**src/rtl/riscv_instruction_encoder_if.sv**
```systemverilog
// Operation-in / machine-word-out bus of the RV32I instruction encoder.
// The master side issues operations and consumes words.
interface riscv_instruction_encoder_if #(
    parameter int unsigned ADDR_WIDTH = 10
);
    logic                  inValid;
    logic                  inReady;
    logic [4:0]            inOp;
    logic [4:0]            inRd;
    logic [4:0]            inRs1;
    logic [4:0]            inRs2;
    logic [31:0]           inImm;
    logic                  outValid;
    logic                  outReady;
    logic [31:0]           outInstruction;
    logic [ADDR_WIDTH-1:0] outAddress;
    logic                  errorFlag;

    modport master (
        output inValid, inOp, inRd, inRs1, inRs2, inImm, outReady,
        input  inReady, outValid, outInstruction, outAddress, errorFlag
    );

    modport slave (
        input  inValid, inOp, inRd, inRs1, inRs2, inImm, outReady,
        output inReady, outValid, outInstruction, outAddress, errorFlag
    );
endinterface

```
**src/rtl/riscv_instruction_encoder.sv**
```systemverilog
// RV32I instruction encoder: turns operations into machine words with sequential word
// addresses, expands LI into LUI+ADDI and flags illegal ops / out-of-range immediates.
module riscv_instruction_encoder #(
    parameter int unsigned ADDR_WIDTH = 10,
    parameter int unsigned BASE_ADDR  = 0
) (
    input  logic                        clk,
    input  logic                        rst,
    riscv_instruction_encoder_if.slave  bus
);
    typedef enum logic [0:0] {StIdle, StLiLo} state_e;

    state_e                state_q, state_d;
    logic                  valid_q, valid_d;
    logic [31:0]           instr_q, instr_d;
    logic [31:0]           pend_q, pend_d;
    logic [ADDR_WIDTH-1:0] addr_q, addr_d;
    logic                  err_q, err_d;

    logic        in_ready, accept, xfer;
    logic [31:0] word, li_lo;
    logic [19:0] li_hi;
    logic        legal, is_li;
    logic        i_ok, b_ok, j_ok;
    logic [2:0]  r_f3;
    logic [6:0]  r_f7;

    assign xfer     = valid_q & bus.outReady;
    assign in_ready = (state_q == StIdle) & (~valid_q | bus.outReady);
    assign accept   = bus.inValid & in_ready;

    // Sign-extension checks: upper bits must all equal the sign bit of the field.
    assign i_ok = (&bus.inImm[31:11]) | ~(|bus.inImm[31:11]);
    assign b_ok = ~bus.inImm[0] & ((&bus.inImm[31:12]) | ~(|bus.inImm[31:12]));
    assign j_ok = ~bus.inImm[0] & ((&bus.inImm[31:20]) | ~(|bus.inImm[31:20]));

    // ADDI sign-extends its 12-bit immediate, so LUI pre-compensates when bit 11 is set.
    assign li_hi = bus.inImm[31:12] + {19'd0, bus.inImm[11]};
    assign li_lo = {bus.inImm[11:0], bus.inRd, 3'b000, bus.inRd, 7'b0010011};

    always_comb begin
        r_f7 = (bus.inOp == 5'd1 || bus.inOp == 5'd7) ? 7'b0100000 : 7'b0000000;
        case (bus.inOp)
            5'd0, 5'd1: r_f3 = 3'b000;
            5'd2:       r_f3 = 3'b001;
            5'd3:       r_f3 = 3'b010;
            5'd4:       r_f3 = 3'b011;
            5'd5:       r_f3 = 3'b100;
            5'd6, 5'd7: r_f3 = 3'b101;
            5'd8:       r_f3 = 3'b110;
            default:    r_f3 = 3'b111;
        endcase
    end

    always_comb begin
        word  = '0;
        legal = 1'b1;
        is_li = 1'b0;
        case (bus.inOp)
            5'd0, 5'd1, 5'd2, 5'd3, 5'd4, 5'd5, 5'd6, 5'd7, 5'd8, 5'd9:
                word = {r_f7, bus.inRs2, bus.inRs1, r_f3, bus.inRd, 7'b0110011};
            5'd10: begin
                word  = {bus.inImm[11:0], bus.inRs1, 3'b000, bus.inRd, 7'b0010011};
                legal = i_ok;
            end
            5'd11: begin
                word  = {bus.inImm[11:0], bus.inRs1, 3'b010, bus.inRd, 7'b0000011};
                legal = i_ok;
            end
            5'd12: begin
                word  = {bus.inImm[11:5], bus.inRs2, bus.inRs1, 3'b010, bus.inImm[4:0],
                         7'b0100011};
                legal = i_ok;
            end
            5'd13, 5'd14: begin
                word  = {bus.inImm[12], bus.inImm[10:5], bus.inRs2, bus.inRs1,
                         2'b00, bus.inOp == 5'd14, bus.inImm[4:1], bus.inImm[11], 7'b1100011};
                legal = b_ok;
            end
            5'd15: begin
                word  = {bus.inImm[20], bus.inImm[10:1], bus.inImm[11], bus.inImm[19:12],
                         bus.inRd, 7'b1101111};
                legal = j_ok;
            end
            5'd16: begin
                word  = {bus.inImm[11:0], bus.inRs1, 3'b000, bus.inRd, 7'b1100111};
                legal = i_ok;
            end
            5'd17: word = {bus.inImm[31:12], bus.inRd, 7'b0110111};
            5'd18: begin
                word  = {li_hi, bus.inRd, 7'b0110111};
                is_li = 1'b1;
            end
            default: legal = 1'b0;
        endcase
    end

    always_comb begin
        state_d = state_q;
        valid_d = valid_q & ~xfer;
        instr_d = instr_q;
        pend_d  = pend_q;
        err_d   = err_q;
        addr_d  = xfer ? addr_q + ADDR_WIDTH'(1) : addr_q;
        case (state_q)
            StIdle: begin
                if (accept) begin
                    if (legal) begin
                        valid_d = 1'b1;
                        instr_d = word;
                        if (is_li) begin
                            pend_d  = li_lo;
                            state_d = StLiLo;
                        end
                    end else begin
                        err_d = 1'b1;
                    end
                end
            end
            StLiLo: begin
                if (xfer) begin
                    valid_d = 1'b1;
                    instr_d = pend_q;
                    state_d = StIdle;
                end
            end
            default: state_d = StIdle;
        endcase
    end

    always_ff @(posedge clk) begin
        if (rst) begin
            state_q <= StIdle;
            valid_q <= 1'b0;
            instr_q <= '0;
            pend_q  <= '0;
            addr_q  <= ADDR_WIDTH'(BASE_ADDR);
            err_q   <= 1'b0;
        end else begin
            state_q <= state_d;
            valid_q <= valid_d;
            instr_q <= instr_d;
            pend_q  <= pend_d;
            addr_q  <= addr_d;
            err_q   <= err_d;
        end
    end

    assign bus.inReady        = in_ready;
    assign bus.outValid       = valid_q;
    assign bus.outInstruction = instr_q;
    assign bus.outAddress     = addr_q;
    assign bus.errorFlag      = err_q;
endmodule

```
**src/flat_wrapper.sv**
```systemverilog
// flat-port wrapper written by rule: the top's interface ports become plain ports
module riscv_instruction_encoder_flat 
#(
    parameter int unsigned ADDR_WIDTH = 10,
    parameter int unsigned BASE_ADDR  = 0
)
  (clk, rst, bus_inValid, bus_inOp, bus_inRd, bus_inRs1, bus_inRs2, bus_inImm, bus_outReady, bus_inReady, bus_outValid, bus_outInstruction, bus_outAddress, bus_errorFlag);
  riscv_instruction_encoder_if #(.ADDR_WIDTH(ADDR_WIDTH)) bus_i ();
  input  logic clk;
  input  logic rst;
  input wire logic [$bits(bus_i.inValid)-1:0] bus_inValid;
  input wire logic [$bits(bus_i.inOp)-1:0] bus_inOp;
  input wire logic [$bits(bus_i.inRd)-1:0] bus_inRd;
  input wire logic [$bits(bus_i.inRs1)-1:0] bus_inRs1;
  input wire logic [$bits(bus_i.inRs2)-1:0] bus_inRs2;
  input wire logic [$bits(bus_i.inImm)-1:0] bus_inImm;
  input wire logic [$bits(bus_i.outReady)-1:0] bus_outReady;
  output wire logic [$bits(bus_i.inReady)-1:0] bus_inReady;
  output wire logic [$bits(bus_i.outValid)-1:0] bus_outValid;
  output wire logic [$bits(bus_i.outInstruction)-1:0] bus_outInstruction;
  output wire logic [$bits(bus_i.outAddress)-1:0] bus_outAddress;
  output wire logic [$bits(bus_i.errorFlag)-1:0] bus_errorFlag;
  assign bus_i.inValid = bus_inValid;
  assign bus_i.inOp = bus_inOp;
  assign bus_i.inRd = bus_inRd;
  assign bus_i.inRs1 = bus_inRs1;
  assign bus_i.inRs2 = bus_inRs2;
  assign bus_i.inImm = bus_inImm;
  assign bus_i.outReady = bus_outReady;
  assign bus_inReady = bus_i.inReady;
  assign bus_outValid = bus_i.outValid;
  assign bus_outInstruction = bus_i.outInstruction;
  assign bus_outAddress = bus_i.outAddress;
  assign bus_errorFlag = bus_i.errorFlag;
  riscv_instruction_encoder #(.ADDR_WIDTH(ADDR_WIDTH), .BASE_ADDR(BASE_ADDR)) u_core (.clk(clk), .rst(rst), .bus(bus_i));
endmodule
```
**config.mk**
```make
export PLATFORM = sky130hd
export DESIGN_NAME = riscv_instruction_encoder_flat
export DESIGN_NICKNAME = d
export VERILOG_FILES = /design/src/rtl/riscv_instruction_encoder_if.sv /design/src/rtl/riscv_instruction_encoder.sv /design/src/flat_wrapper.sv
export SDC_FILE = /design/constraint.sdc
export NUM_CORES = 1
export LEC_CHECK = 0
export BUFFER_PORTS_ARGS = -buffer_cell sky130_fd_sc_hd__buf_2
export CORE_UTILIZATION = 54
export DETAILED_ROUTE_END_ITERATION = 7
export GPL_TIMING_DRIVEN = 0
export PLACE_DENSITY = 0.88
export SYNTH_ARGS = -nofsm -noshare
export SYNTH_HDL_FRONTEND = slang
export SYNTH_SLANG_ARGS = --single-unit
export TNS_END_PERCENT = 50
```
**constraint.sdc**
```tcl
create_clock -name clk -period 3.6 [get_ports clk]
set_clock_uncertainty 0.05 [all_clocks]
set_input_delay 1.08 -clock clk [delete_from_list [all_inputs] [get_ports clk]]
set_output_delay 1.08 -clock clk [all_outputs]
set_load 0.01 [all_outputs]
```
### Word-level counts from Yosys, hierarchy flattened

Memory sizes are Yosys's and may differ from the RTL's.
Cells that the tools add are included.

* register bits after elaboration: 70
* output and inout bits: 45
* memories: 1
* ROM bits: 48

* add/sub/neg operators: 2
* equality and inequality tests: 21
* bitwise gates (word level): 18
* mux-type cells: 18
* reduce and logical (&&, ||, !) cells: 15

Memories
* (name not given): words 16, width 3, read ports 1, clocked after memory_dff 0, write ports 0, line riscv_instruction_encoder.sv:43 `case (bus.inOp)`

Operators by type and width (count)
* $pmux W32 S9: 1
* $mux W32: 3
* $pmux W32 S2: 1
* $eq A5 B4 Y1 const B: 8
* $reduce_or A12 Y1: 2
* $reduce_and A21 Y1: 1
* $reduce_or A21 Y1: 1
* $add A20 B1 Y20: 1
* $eq A5 B3 Y1 const B: 4
* $reduce_and A20 Y1: 1
* $reduce_or A20 Y1: 1
* $eq A5 B5 Y1 const B: 3
* $reduce_and A12 Y1: 1
* $add A10 B1 Y10 const B: 1
* $eq A5 B2 Y1 const B: 2
* $reduce_or A10 Y1: 1
* $mux W1: 8
* $not A1 Y1: 8
* $and A1 B1 Y1: 6
* $mux W6: 1
* $reduce_and A3 Y1: 2
* $eq A5 B1 Y1 const B: 1
* $logic_not A5 Y1: 1
* $ne A2 B1 Y1 const B: 2
* other kinds (9): 13

### Logic depth before layout (Yosys ltp)

* depth after elaboration: 8
* gate-level depth with buffers: 9
* gate-level depth less buffers: 8

### Worst setup path before layout

Ideal clock, no wire load.

* path type: input to register
* start: input port bus_inImm[11]
* end: register u_core.instr_q[30], in the netlist u_core.bus.outInstruction[30]
* arrival: 2826 ps
* slack: 629 ps
* buffers on the path: 2
* stages: 9
* cell sequence: ha_1 > nand3_1 > or4_4 > o22ai_2 > a31o_1 > buf_6 > nor3_4 > buf_6 > o41ai_2

* longest elaborated chain between the ends: 6
* elaborated cells on any way between the ends: 12

Ends and longest elaborated chain
* start: declaration: line flat_wrapper.sv:16 `input wire logic [$bits(bus_i.inImm)-1:0] bus_inImm;`
* parallel branches: the longest is 6 deep, another holds $add A20 B1 Y20
* end signal: assignment: line riscv_instruction_encoder.sv:142 `instr_q <= instr_d;`
* end: declaration: line riscv_instruction_encoder.sv:15 `logic [31:0] instr_q, instr_d;`

Parallel ways; which one is timed is not known. The select of a mux whose other input is x is not followed.
A chain may end at the register's enable or synchronous reset.

### Worst setup path after layout

* start: input port bus_inOp[3]
* end: register u_core.instr_q[17], in the netlist u_core.bus.outInstruction[17]

* longest elaborated chain between the ends: 6
* elaborated cells on any way between the ends: 30

Ends and longest elaborated chain
* start: declaration: line flat_wrapper.sv:12 `input wire logic [$bits(bus_i.inOp)-1:0] bus_inOp;`
* $eq A5 B2 Y1, or another cell as far along: line riscv_instruction_encoder.sv:59 `case (bus.inOp)`
* $reduce_or A10 Y1 or $reduce_or A2 Y1 (tied branches)
* $pmux W32 S9: line riscv_instruction_encoder.sv:59
* $mux W32: line riscv_instruction_encoder.sv:108 `if (legal) begin`
* $mux W32: line riscv_instruction_encoder.sv:107 `if (accept) begin`
* $pmux W32 S2: line riscv_instruction_encoder.sv:105 `case (state_q)`

Several ways; a longest one is shown, not always the timed one. The select of a mux whose other input is x is not followed.

==> flow_summary_export.csv <==
group,metric,value,unit
run_status,status,"finished clean",
clock_network,cts_buffers,9,
floorplan,start_util,56.5,%
critical_path,cp_max_fo,10,
drt,top_layer,"met4",
logic_synthesis,syn_nets,613,
timing,setup_viol,0,
clock_network,clock_path_buffers,2,
critical_path,cp-start-kind,"input port",
critical_path,crit_type,"in2reg",
finish,drive_above_1_share,20.9,%
global_routing,grt_overflow,0,
finish,fin_nets,716,
critical_path,arrival,3.63,ns
floorplan,ios,101,
drt,drtAntennaViolNets,0,
min_path,hold_path.class,"reg2reg",
logic_synthesis,yosysWarningCount,0,
logic_synthesis,synth_top_area_share,29.8,%
logic_synthesis,synthFlopType,"dfxtp_1",
drt,vias_per_cell,6.57,
power,p_seq_share,43.1,%
power,power.share.switching,31.1,%
placed_design,gp_congestion,0.995,
clock_network,post-cts-setup-buffers,0,
drt,drc,0,
timing,fin_crit_sh,94.8,%
logic_synthesis,syn-instance-count,553,
clock_network,numClockSinks,62,
logic_synthesis,yosysSeqAreaShare,29.8,%
timing,worst_slew_pin_slew,1.07,ns
finish,syn_to_final_growth,18.6,%
logic_synthesis,synth_area,4160,sq um
finish,antennaDiodeCount,0,
drt,wl_met2,6.85,mm
drt,num_vias,4990,
logic_synthesis,postSynthRegisterBits,62,
global_routing,antenna_found_initial,0,
finish,num-fill-cells,635,
finish,final_core_util,67.0,%
floorplan,core-area,7370,sq um
clock_network,cts.clk_slew.worst_paths,0.07,ns
timing,max_slew_margin,29.0,%
placed_design,placed_cell_area,4750,sq um
power,p_leak,0.00199,uW
placed_design,hpwl,11.4,mm
timing,rsz0062_at_grt,"false",
logic_synthesis,synth_edf_count,0,
drt,wl_met3,1.53,mm
critical_path,worstPathRequired,3.81,ns
logic_synthesis,async_flop_share,0,%
logic_synthesis,ys_top_cells_by_area,"dfxtp_1, nand2_1, a21oi_1",
global_routing,grt_max_degree,12,
logic_synthesis,syn_area_per_cell,7.53,sq um
clock_network,htree_levels,3,
clock_network,cts.hold.buffers_added,0,
clock_network,cts_tree,"built",
logic_synthesis,yosys.area.top_type,"dfxtp_1",
floorplan,die_y,89.8,microns
drt,post_drt_wl_per_cell,20.0,microns
placed_design,dpl.cell_count,744,
floorplan,rows,31,
finish,fin_area,4940,sq um
global_routing,grt.total_usage,38.2,%
drt,routed_wl,15.2,mm
timing,fin_tns_setup,0,ns
timing,slew_viol_final,0,
placed_design,place_ws,-0.220,ns
clock_network,cts-root-buf,"clkbuf_8",
floorplan,fp.dieW,89.8,microns
finish,final_cell_count_no_fill,760,
drt,drt_pass1_iterations,5,
power,p_switching,519,uW
timing,max_clock_freq,293,MHz
power,intPower,1150,uW
power,p_clk_share,36.6,%
global_routing,first_global_vias,4623,
power,power_density,338,nW/um^2
clock_network,clk_latency,0.35,ns
timing,final.min_clock_period,3.41,ns
critical_path,critPathCaptureType,"flip-flop",
placed_design,port_buffers,92,
power,pwr-share-comb,20.4,%
power,ir_drop,0.230,mV
drt,m1WireLength,6.16,mm
drt,drtIter0Drc,576,
timing,setup_slack,0.186,ns
timing,hold_violations,0,
floorplan,dieArea,8060,sq um
logic_synthesis,synthDistinctLibCells,68,
global_routing,grt_pass1_wl,24.4,mm
run,max_cap_viol_count,0,
[path summary, 6_finish.rpt]
check / startpoint / end / slack, ns / cells past startpoint
setup / recovery: bus_inOp[3] / u_core.bus.outInstruction[17] / 0.19 / 8
hold / removal: u_core.pend_q[26] / u_core.pend_q[26] / 0.41 / 2
setup reg to reg: u_core.state_q / u_core.bus.outInstruction[17] / 1.01 / 7
hold reg to reg: u_core.pend_q[26] / u_core.pend_q[26] / 0.41 / 2
[flip-flops by register name, summed over array words and instances, names as in the netlist]
signal                     flops
u_core.bus.outInstruction     31
u_core.pend_q                 18
u_core.state_q                 1
u_core.bus.outAddress         10
u_core.bus.outValid            1
u_core.bus.errorFlag           1
[cell usage in the layout (no fill, tap or decap), drive strengths merged, types with 4 or more instances in the layout]
master	count
nor2b	10
o211ai	11
dfxtp	62
and3	10
a22oi	9
inv	12
o21ai	24
a31oi	9
nor3	12
nor4	23
clkinv	5
a211oi	19
xnor2	10
a221oi	13
buf	112
clkbuf	37
ha	4
nand4	14
nor2	33
and2	9
a21oi	49
nand3	16
mux2i	10
nand2	82
nand2b	6
xor2	8
o211a	4
[cell families (layout without fill, tap and decap cells)]
family / after synthesis / count (layout) / synth area share (%)
AO/OA/AOI/OAI: 166 / 166 / 27.5
XOR/XNOR: 18 / 18 / 3.79
adder cells (fa/ha/maj): 4 / 4 / 1.20
buffers and inverters: 59 / 167 / 6.31
flip-flops: 62 / 62 / 29.8
multiplexers: 13 / 13 / 3.22
AND/OR/NAND/NOR: 231 / 231 / 28.2
[layout make-up]
cell class | count | area, sq um | area share, %
well taps | 99 | 124 | 2.51
plain buffers | 47 | 219 | 4.43
multi-input cells | 432 | 2660 | 53.8
clock inverters | 6 | 62.6 | 1.27
flip-flops and latches | 62 | 1240 | 25.1
inverters | 12 | 45.0 | 0.912
clock buffers | 10 | 128 | 2.58
repair buffers | 92 | 460 | 9.33
[layer usage]
metal,vias to the layer above,global-route usage (%)
li1,2270,-
met3,55,6.94
met5,-,0
met4,0,19.5
met2,333,60.8
met1,2332,49.4
[cells in the mapped netlist (2+ instances only)]
library cell,instances
nand2_1,82
dfxtp_1,62
a21oi_1,49
nor2_1,33
clkbuf_1,27
nor4_1,23
o21ai_0,23
a211oi_1,17
nand3_1,15
a221oi_1,13
nand4_1,13
buf_2,12
inv_1,12
nor3_1,11
o211ai_1,11
and3_1,10
mux2i_1,10
nor2b_1,10
xnor2_1,10
a22oi_1,9
a31oi_1,9
and2_1,9
xor2_1,8
nand2b_1,6
buf_1,4
ha_1,4
o211a_1,4
a211o_1,3
buf_6,3
or3_1,3
a211oi_2,2
a21o_1,2
a31o_1,2
mux2_1,2
nand3b_1,2
o22ai_1,2
o311ai_0,2
o41ai_2,2
or2_2,2
or4_1,2
[through the flow]
step	total power (uW)	hold slack (ns)
2_1_floorplan	930	0.381
3_3_place_gp	1060	0.392
3_5_place_dp	1060	0.391
4_1_cts	1660	0.400
5_1_grt	1730	0.425
6_report	1670	0.405
[critical path: stages]
cell and delay [ns]:
buf_2 0.13, clkbuf_1 0.20, or3_1 0.51, a221oi_1 0.95
a22oi_1 0.24, o21ai_0 0.14, nor2_1 0.12, a211oi_1 0.26
[timing repair]
action | 4_1_cts | 5_1_grt
endpoints found under the setup margin | 0 | 10
endpoints found under the hold margin | 0 | 0
resized for setup | 0 | 2
[power by group through the flow]
| stage | clock network [uW] | logic (uW) | registers [uW] |
|---|---|---|---|
| floorplan | 0 | 186 | 743 |
| global placement | 0 | 325 | 734 |
| detailed placement | 0 | 327 | 734 |
| CTS | 609 | 329 | 719 |
| global route | 642 | 362 | 721 |
| finish | 610 | 340 | 719 |
Note: power is estimated with default switching activity, not from simulation.
